**src/rtl/alu_pkg.sv**
```systemverilog
// rtl/alu_pkg.sv - shared opcodes, FSM encoding and defaults for the ALU sequencer
package alu_pkg;

  localparam int DATA_W_DEFAULT = 8;

  localparam logic [3:0] OP_ADD  = 4'h0;
  localparam logic [3:0] OP_SUB  = 4'h1;
  localparam logic [3:0] OP_SHL  = 4'h2;
  localparam logic [3:0] OP_SHR  = 4'h3;
  localparam logic [3:0] OP_CMP  = 4'h4;
  localparam logic [3:0] OP_AND  = 4'h5;
  localparam logic [3:0] OP_OR   = 4'h6;
  localparam logic [3:0] OP_XOR  = 4'h7;
  localparam logic [3:0] OP_NAND = 4'h8;
  localparam logic [3:0] OP_NOR  = 4'h9;
  localparam logic [3:0] OP_XNOR = 4'hA;
  localparam logic [3:0] OP_NOT  = 4'hB;
  localparam logic [3:0] OP_INV  = 4'hC;
  localparam logic [3:0] OP_NEG  = 4'hD;
  localparam logic [3:0] OP_STO  = 4'hE;
  localparam logic [3:0] OP_SWP  = 4'hF;

  typedef enum logic [1:0] {
    ST_IDLE  = 2'd0,
    ST_EXEC  = 2'd1,
    ST_WRITE = 2'd2,
    ST_SWAP2 = 2'd3
  } state_e;

  typedef enum logic {
    RF_A = 1'b0,
    RF_B = 1'b1
  } rf_addr_e;

endpackage

```
**src/rtl/alu_sequencer_if.sv**
```systemverilog
// rtl/alu_sequencer_if.sv - instruction handshake and result-mux drive bundle
interface alu_sequencer_if
  import alu_pkg::*;
#(
  parameter int DATA_W = DATA_W_DEFAULT
);
  logic              instr_valid;
  logic              instr_ready;
  logic [3:0]        instr_op;
  logic              instr_load;
  logic [DATA_W-1:0] instr_imm;
  logic [3:0]        mux_sel;
  logic              mux_enable;
  logic [DATA_W-1:0] mux_load;
  logic [DATA_W-1:0] mux_data;

  modport master (
    output instr_valid, instr_op, instr_load, instr_imm, mux_data,
    input  instr_ready, mux_sel, mux_enable, mux_load
  );

  modport slave (
    input  instr_valid, instr_op, instr_load, instr_imm, mux_data,
    output instr_ready, mux_sel, mux_enable, mux_load
  );
endinterface

```
**src/rtl/alu_regfile2.sv**
```systemverilog
// rtl/alu_regfile2.sv - two-entry operand register file with one write port
module alu_regfile2
  import alu_pkg::*;
#(
  parameter int DATA_W = DATA_W_DEFAULT
) (
  input  logic              clk,
  input  logic              rst,
  input  logic              we,
  input  rf_addr_e          waddr,
  input  logic [DATA_W-1:0] wdata,
  output logic [DATA_W-1:0] reg_a,
  output logic [DATA_W-1:0] reg_b
);
  logic [DATA_W-1:0] reg_a_q, reg_a_d;
  logic [DATA_W-1:0] reg_b_q, reg_b_d;

  always_comb begin
    reg_a_d = reg_a_q;
    reg_b_d = reg_b_q;
    if (we) begin
      if (waddr == RF_A) reg_a_d = wdata;
      else               reg_b_d = wdata;
    end
  end

  always_ff @(posedge clk or posedge rst) begin
    if (rst) begin
      reg_a_q <= '0;
      reg_b_q <= '0;
    end else begin
      reg_a_q <= reg_a_d;
      reg_b_q <= reg_b_d;
    end
  end

  assign reg_a = reg_a_q;
  assign reg_b = reg_b_q;
endmodule

```
**src/rtl/alu_sequencer.sv**
```systemverilog
// rtl/alu_sequencer.sv - decodes instructions into result-mux drive and writes results back
module alu_sequencer
  import alu_pkg::*;
#(
  parameter int DATA_W      = DATA_W_DEFAULT,
  parameter int EXEC_CYCLES = 1
) (
  input  logic              clk,
  input  logic              rst,
  alu_sequencer_if.slave    bus,
  output logic [DATA_W-1:0] reg_a,
  output logic [DATA_W-1:0] reg_b,
  output logic [DATA_W-1:0] result,
  output logic              zero,
  output logic              busy,
  output logic              done
);
  localparam logic [3:0] CNT_LAST = 4'(EXEC_CYCLES - 1);

  state_e            state_q, state_d;
  logic [3:0]        cnt_q, cnt_d;
  logic [3:0]        sel_q, sel_d;
  logic              en_q, en_d;
  logic [DATA_W-1:0] load_val_q, load_val_d;
  logic [DATA_W-1:0] result_q, result_d;
  logic [DATA_W-1:0] saved_q, saved_d;
  logic              done_q, done_d;

  logic              we;
  rf_addr_e          waddr;
  logic [DATA_W-1:0] wdata;

  always_comb begin
    state_d    = state_q;
    cnt_d      = cnt_q;
    sel_d      = sel_q;
    en_d       = en_q;
    load_val_d = load_val_q;
    result_d   = result_q;
    saved_d    = saved_q;
    done_d     = 1'b0;
    we         = 1'b0;
    waddr      = RF_A;
    wdata      = result_q;
    case (state_q)
      ST_IDLE: begin
        if (bus.instr_valid) begin
          sel_d      = bus.instr_op;
          en_d       = ~bus.instr_load;
          load_val_d = bus.instr_imm;
          cnt_d      = '0;
          state_d    = ST_EXEC;
        end
      end
      ST_EXEC: begin
        cnt_d = cnt_q + 4'd1;
        if (cnt_q == CNT_LAST) begin
          result_d = bus.mux_data;
          state_d  = ST_WRITE;
        end
      end
      ST_WRITE: begin
        state_d = ST_IDLE;
        done_d  = 1'b1;
        // LOAD path (enable low) always targets reg_a regardless of the latched op
        if (!en_q) begin
          we = 1'b1;
        end else begin
          case (sel_q)
            OP_STO: begin
              we    = 1'b1;
              waddr = RF_B;
            end
            OP_CMP: we = 1'b0;
            OP_SWP: begin
              we      = 1'b1;
              saved_d = reg_a;
              state_d = ST_SWAP2;
              done_d  = 1'b0;
            end
            default: we = 1'b1;
          endcase
        end
      end
      ST_SWAP2: begin
        we      = 1'b1;
        waddr   = RF_B;
        wdata   = saved_q;
        state_d = ST_IDLE;
        done_d  = 1'b1;
      end
      default: state_d = ST_IDLE;
    endcase
  end

  always_ff @(posedge clk or posedge rst) begin
    if (rst) begin
      state_q    <= ST_IDLE;
      cnt_q      <= '0;
      sel_q      <= '0;
      en_q       <= 1'b1;
      load_val_q <= '0;
      result_q   <= '0;
      saved_q    <= '0;
      done_q     <= 1'b0;
    end else begin
      state_q    <= state_d;
      cnt_q      <= cnt_d;
      sel_q      <= sel_d;
      en_q       <= en_d;
      load_val_q <= load_val_d;
      result_q   <= result_d;
      saved_q    <= saved_d;
      done_q     <= done_d;
    end
  end

  alu_regfile2 #(.DATA_W(DATA_W)) u_regfile (
    .clk   (clk),
    .rst   (rst),
    .we    (we),
    .waddr (waddr),
    .wdata (wdata),
    .reg_a (reg_a),
    .reg_b (reg_b)
  );

  assign bus.instr_ready = (state_q == ST_IDLE);
  assign bus.mux_sel     = sel_q;
  assign bus.mux_enable  = en_q;
  assign bus.mux_load    = load_val_q;
  assign result          = result_q;
  assign zero            = (result_q == '0);
  assign busy            = (state_q != ST_IDLE);
  assign done            = done_q;
endmodule

```
**src/flat_wrapper.sv**
```systemverilog
// flat-port wrapper written by rule: the top's interface ports become plain ports
module alu_sequencer_flat import alu_pkg::*;
#(
  parameter int DATA_W      = DATA_W_DEFAULT,
  parameter int EXEC_CYCLES = 1
)
  (clk, rst, reg_a, reg_b, result, zero, busy, done, bus_instr_valid, bus_instr_op, bus_instr_load, bus_instr_imm, bus_mux_data, bus_instr_ready, bus_mux_sel, bus_mux_enable, bus_mux_load);
  alu_sequencer_if #(.DATA_W(DATA_W)) bus_i ();
  input  logic clk;
  input  logic rst;
  output logic [DATA_W-1:0] reg_a;
  output logic [DATA_W-1:0] reg_b;
  output logic [DATA_W-1:0] result;
  output logic zero;
  output logic busy;
  output logic done;
  input wire logic [$bits(bus_i.instr_valid)-1:0] bus_instr_valid;
  input wire logic [$bits(bus_i.instr_op)-1:0] bus_instr_op;
  input wire logic [$bits(bus_i.instr_load)-1:0] bus_instr_load;
  input wire logic [$bits(bus_i.instr_imm)-1:0] bus_instr_imm;
  input wire logic [$bits(bus_i.mux_data)-1:0] bus_mux_data;
  output wire logic [$bits(bus_i.instr_ready)-1:0] bus_instr_ready;
  output wire logic [$bits(bus_i.mux_sel)-1:0] bus_mux_sel;
  output wire logic [$bits(bus_i.mux_enable)-1:0] bus_mux_enable;
  output wire logic [$bits(bus_i.mux_load)-1:0] bus_mux_load;
  assign bus_i.instr_valid = bus_instr_valid;
  assign bus_i.instr_op = bus_instr_op;
  assign bus_i.instr_load = bus_instr_load;
  assign bus_i.instr_imm = bus_instr_imm;
  assign bus_i.mux_data = bus_mux_data;
  assign bus_instr_ready = bus_i.instr_ready;
  assign bus_mux_sel = bus_i.mux_sel;
  assign bus_mux_enable = bus_i.mux_enable;
  assign bus_mux_load = bus_i.mux_load;
  alu_sequencer #(.DATA_W(DATA_W), .EXEC_CYCLES(EXEC_CYCLES)) u_core (.clk(clk), .rst(rst), .bus(bus_i), .reg_a(reg_a), .reg_b(reg_b), .result(result), .zero(zero), .busy(busy), .done(done));
endmodule
```
**config.mk**
```make
export PLATFORM = sky130hd
export DESIGN_NAME = alu_sequencer_flat
export DESIGN_NICKNAME = d
export VERILOG_FILES = /design/src/rtl/alu_pkg.sv /design/src/rtl/alu_sequencer_if.sv /design/src/rtl/alu_regfile2.sv /design/src/rtl/alu_sequencer.sv /design/src/flat_wrapper.sv
export SDC_FILE = /design/constraint.sdc
export NUM_CORES = 1
export LEC_CHECK = 0
export ABC_AREA = 0
export CAP_MARGIN = 20
export CORE_UTILIZATION = 40
export CTS_CLUSTER_DIAMETER = 200
export DETAILED_ROUTE_END_ITERATION = 8
export HOLD_SLACK_MARGIN = 0.06
export PLACE_DENSITY_LB_ADDON = 0.15
export SLEW_MARGIN = 0
export SYNTH_ARGS = -nofsm -noshare
export SYNTH_HDL_FRONTEND = slang
export SYNTH_SLANG_ARGS = --single-unit
```
**constraint.sdc**
```tcl
create_clock -name clk -period 1.9 [get_ports clk]
set_input_delay 0.475 -clock clk [delete_from_list [all_inputs] [get_ports clk]]
set_output_delay 0.475 -clock clk [all_outputs]
set_load 0.05 [all_outputs]
```
=== Yosys cells after proc, flatten, opt, wreduce, memory -nomap -nowiden ===
Index checks and enable logic that the tools add are counted.

* Equal/unequal tests: 8
* Bitwise gates (word level): 2
* Add/subtract/negate cells: 1
* Reduce and logical (&&, ||, !) cells: 12
* Muxes and demuxes: 17

{| class="wikitable"
|+ Operator list
! operator !! count
|-
| $reduce_and A2 Y1 || 6
|-
| $eq A4 B4 Y1 const B || 2
|-
| $logic_not A8 Y1 || 1
|-
| $mux W2 || 4
|-
| $mux W8 || 1
|-
| $pmux W2 S4 || 1
|-
| $pmux W4 S2 || 1
|-
| $mux W1 || 6
|-
| $pmux W1 S2 || 3
|-
| $add A4 B1 Y4 const B || 1
|-
| $eq A2 B2 Y1 const B || 2
|-
| $eq A4 B3 Y1 const B || 1
|-
| $logic_not A4 Y1 || 1
|-
| $mux W4 || 1
|-
| $reduce_bool A2 Y1 || 2
|-
| $reduce_and A3 Y1 || 1
|-
| $eq A2 B1 Y1 const B || 1
|-
| $logic_not A2 Y1 || 1
|-
| $ne A2 B1 Y1 const B || 1
|-
| $ne A2 B2 Y1 const B || 1
|-
| $not A1 Y1 || 2
|}

* Flip-flop bits (word level): 52
* Input port bits: 24
* Word-level logic and storage cells: 50

=== Longest topological paths before layout ===
* Depth after elaboration: 6
* Gate-level depth with buffers: 5

=== Modules after synthesis ===
Synthesis repeated with hierarchy kept, for this count alone.

* Cells, all modules: 157
* Area total of the unflattened synthesis: 2,303.5 um^2

{| class="wikitable"
|+ By module, submodules not included
! module !! times used !! cells each !! area each (um^2) !! sequential area each (um^2)
|-
| alu_sequencer || 1 || 121 || 1,657.8 || 902.1
|-
| alu_regfile2 || 1 || 36 || 645.6 || 400.4
|}

=== Worst setup path before layout ===
OpenSTA, ideal clock, no wires.

* Path kind: register to output
* Start point: register u_core.result_q[3] (netlist: u_core.result[3])
* End point: output port zero
* Stages on the path, launching flop included: 3
* Required time: 1.425 ns
* Arrival: 1.810 ns
* Setup slack: -0.385 ns
* Path buffers: 0
* Cells stage by stage: dfrtp_1 or4_1 nor2_1

* Word-level cells in the longest chain between the ends: 1

{| class="wikitable"
|+ RTL lines
! element !! RTL line !! source
|-
| start, declared || alu_sequencer.sv:25 || <nowiki>logic [DATA_W-1:0] result_q, result_d;</nowiki>
|-
| start signal, assigned || alu_sequencer.sv:112 || <nowiki>result_q <= result_d;</nowiki>
|-
| $logic_not A8 Y1 || alu_sequencer.sv:133 || <nowiki>assign zero = (result_q == '0);</nowiki>
|-
| end, declared || flat_wrapper.sv:14 || <nowiki>output logic zero;</nowiki>
|}

Every way passes these cells.

=== Final worst setup path ===
Ends and elaborated chain as after synthesis.

==> impl_metrics.csv <==
group,metric,value,unit
yosys,netlist_area,2260,um^2
floorplanning,die_area,5950,um^2
worst_setup_path,cp_max_fo,2,
yosys,synth_fa_ha_area_share,1.11,%
grt,antenna_found_initial,0,
floorplanning,core_area,5270,um^2
timing,fin_ws,-0.106,ns
timing,fmax,498,MHz
routing,met1_length,2.15,mm
routing,dr.max_layer_used,"met4",
yosys,ys_ff_latch,52,
clocking,cts_root_buffer,"clkbuf_8",
worst_setup_path,cp.arrival,1.53,ns
worst_setup_path,cp_cell_sequence,"or4_4, nor2_4, buf_12",
place,post-place-ws,0.0738,ns
routing,vias_per_cell,4.97,
power_and_ir_drop,vdd_drop_max,1.01,mV
grt,grt_pass1_vias,1594,
yosys,synthDistinctLibCells,33,
layout,drive_gt1_share,45.9,%
clocking,cts_tree,"built",
timing,rsz0062_at_grt,"true",
floorplanning,io-pin-count,65,
clocking,cts_sinks,52,
timing,finalCritPeriodShare,106,%
clocking,clock_latency,0.30,ns
run_status,outcome,"finished with violations",
grt,overflow,0,
worst_hold_path,holdCritPathClass,"in -> async",
yosys,synth_compound_area_share,8.15,%
routing,dr.first_iter.drc_count,98,
yosys,synth_top_cell_area_share,56.5,%
routing,wl_per_cell,15.2,um
timing,maxSlewViolCount,0,
run_status,violations,"setup timing",
floorplanning,die_height,77.1,um
yosys,ys_seq_area_share,57.7,%
routing,first_pass_iters,6,
timing,relSlewSlack,66.3,%
layout,syn_to_final_growth,39.5,%
yosys,synthCells,167,
floorplanning,die_w,77.1,um
clocking,clockBufferDepth,2,
routing,antenna_left,0,
place,numPortBuffers,64,
power_and_ir_drop,power.total,6040,uW
timing,hold_viol_final,0,
worst_setup_path,cp-end-kind,"primary output",
worst_setup_path,slowest_stage,"or4_4",
timing,clock_skew,0.00495,ns
routing,dr_wl_met2,2.39,mm
layout,final_cell_count_no_fill,316,
timing,finalCriticalPeriod,2.01,ns
yosys,synthTopCellsByArea,"dfrtp_1 57%, mux2_2 19%, o211ai_1 5.3%",
yosys,synth_top_family_by_area,"multiplexers",
yosys,yosys_warnings,0,
routing,finalWirelength,4.80,mm
place,dp_cells,306,
routing,drc,0,
worst_setup_path,slowest_delay,0.56,ns
clocking,cts_hold_buffers,0,
power_and_ir_drop,powerDensity,1920,nW/um^2
place,place.gp.congestion,0.689,
yosys,synth-xor-area-share,0.388,%
layout,fin_nets,272,
run,max_cap_viol_count,0,
floorplanning,rows,26,
worst_setup_path,startpoint_type,"flop",
timing,setup_viol,1,
yosys,syn_avg_cell_area,13.5,um^2
timing,worst_pin_slew,0.506,ns
grt,grt_max_degree,24,
worst_setup_path,cp.required,1.42,ns
floorplanning,initial_core_util,42.8,%
grt,grt_usage,17.9,%
yosys,yosys.area_share.simple,10.9,%
power_and_ir_drop,leakagePower,0.00144,uW
routing,dr_wl_met3,177,um
place,dp_hpwl,3.46,mm
grt,grt_pass1_wl,8.18,mm
yosys,synth_top_cell_by_area,"dfrtp_1",
clocking,cts_made_buffers,5,
yosys,syn_nets,193,
layout,n_antenna_cell,0,
clocking,clkTransAtPathRegs,0.08,ns
timing,worst_hold_slack,0.452,ns
yosys,synth.mux.area_fraction,19.4,%
clocking,htreeDepth,2,
routing,vias,1571,
worst_setup_path,crit_type,"reg -> out",
## final timing paths
kind | from | cells past startpoint | end | slack (ns)
min in group clk | u_core.saved_q[2]$_DFFE_PP0P_ | 1 | u_core.saved_q[2]$_DFFE_PP0P_ | 0.51
worst max-delay path | u_core.result[3]$_DFFE_PP0P_ | 3 | zero | -0.11
worst min register to register | u_core.saved_q[2]$_DFFE_PP0P_ | 1 | u_core.saved_q[2]$_DFFE_PP0P_ | 0.51
worst min-delay path | rst | 2 | u_core.saved_q[7]$_DFFE_PP0P_ | 0.45
max in group asynchronous | rst | 3 | u_core.bus.mux_enable$_DFFE_PP1P_ | 0.97
worst max register to register | u_core.state_q[0]$_DFFE_PP0P_ | 3 | u_core.saved_q[2]$_DFFE_PP0P_ | 0.29
## critical path, delay by kind of cell, from the launching register on
family / cells / cell delay [ns]
buffers and inverters: 1 / 0.14
and+or+nand+nor: 2 / 0.71
DFF: 1 / 0.38
## cell type report
class | count | area [um^2]
clock buffers | 6 | 72.6
repair buffers | 78 | 743
flip-flops and latches | 52 | 1300
multi-input cells | 104 | 918
fillers | 446 | 2120
clock inverters | 1 | 5.00
well taps | 70 | 87.6
inverters | 5 | 18.8
## timing repair
item / in CTS / in global routing
resized for setup: 1 / 3
buffers inserted: 3 / 0
pin swaps: 1 / 1
setup endpoints to repair: 1 / 2
## report_power, final
group	leakage [uW]	internal (uW)	switching, uW
clock network	0.0000410	251	338
registers	0.000648	1570	399
logic	0.000752	1380	2100
total	0.00144	3210	2830
## metrics by stage
| stage | utilization, % | setup TNS, ns | cell area (um^2) |
|---|---|---|---|
| 2_1_floorplan | - | -0.186 | 2260 |
| 3_3_place_gp | 57.6 | 0 | 3040 |
| 3_5_place_dp | 57.6 | 0 | 3040 |
| 4_1_cts | 59.6 | -0.136 | 3140 |
| 5_1_grt | 59.8 | -0.135 | 3150 |
| 6_report | 59.8 | -0.106 | 3150 |
## cell usage after synthesis
| cell type | n |
|---|---|
| clkbuf_1 | 1 |
| and3_1 | 1 |
| mux2_2 | 38 |
| o211ai_1 | 16 |
| a22o_1 | 3 |
| buf_4 | 3 |
| nor2b_2 | 1 |
| nor3b_4 | 1 |
| nand2_1 | 18 |
| dfrtp_1 | 51 |
| a31oi_1 | 1 |
| xor2_1 | 1 |
| buf_1 | 1 |
| ha_1 | 2 |
| nand2b_1 | 1 |
| nand4_4 | 1 |
| and2_1 | 1 |
| or4_1 | 2 |
| or2_0 | 1 |
| o21ai_4 | 1 |
| nand3_4 | 1 |
| nand3b_4 | 1 |
| and2b_1 | 1 |
| a21oi_1 | 1 |
| buf_2 | 1 |
| mux2i_1 | 1 |
| nand3_2 | 1 |
| nor2_1 | 5 |
| nand3_1 | 1 |
| inv_1 | 5 |
| and4b_1 | 1 |
| dfstp_2 | 1 |
| o21ai_0 | 2 |
## layout by cell type (no fill, tap or decap), types with 2 or more instances in the layout
master and n:
buf_4 47, mux2_2 38, inv_1 4, buf_12 8, clkbuf_8 5, o211ai_1 16
dfrtp_1 50, or4_4 2, nor2_1 3, nand2_1 18, a22o_1 3, ha_1 2
clkdlybuf4s50_1 23, o21ai_0 2
## routing by layer
layer  GRT usage [%]  vias to the layer above
met5               0                        -
met4            7.17                        0
met3            3.45                        8
met2            29.5                       32
met1            23.1                      780
li1                -                      751
## state kept, by name, summed over array words and instances (netlist names)
signal	flops
u_core.bus.mux_load	8
u_core.result	8
u_core.saved_q	8
u_core.u_regfile.reg_a	8
u_core.u_regfile.reg_b	8
u_core.bus.mux_sel	4
u_core.cnt_q	4
u_core.state_q	2
u_core.bus.mux_enable	1
u_core.done	1
## logic make-up after synthesis
kind of cell    count (synthesis)
xor+xnor                        1
compound gates                 24
buf+inv                        11
fa+ha+maj                       2
flops                          52
mux                            39
simple gates                   38
Power figures use the tool's default switching activity.
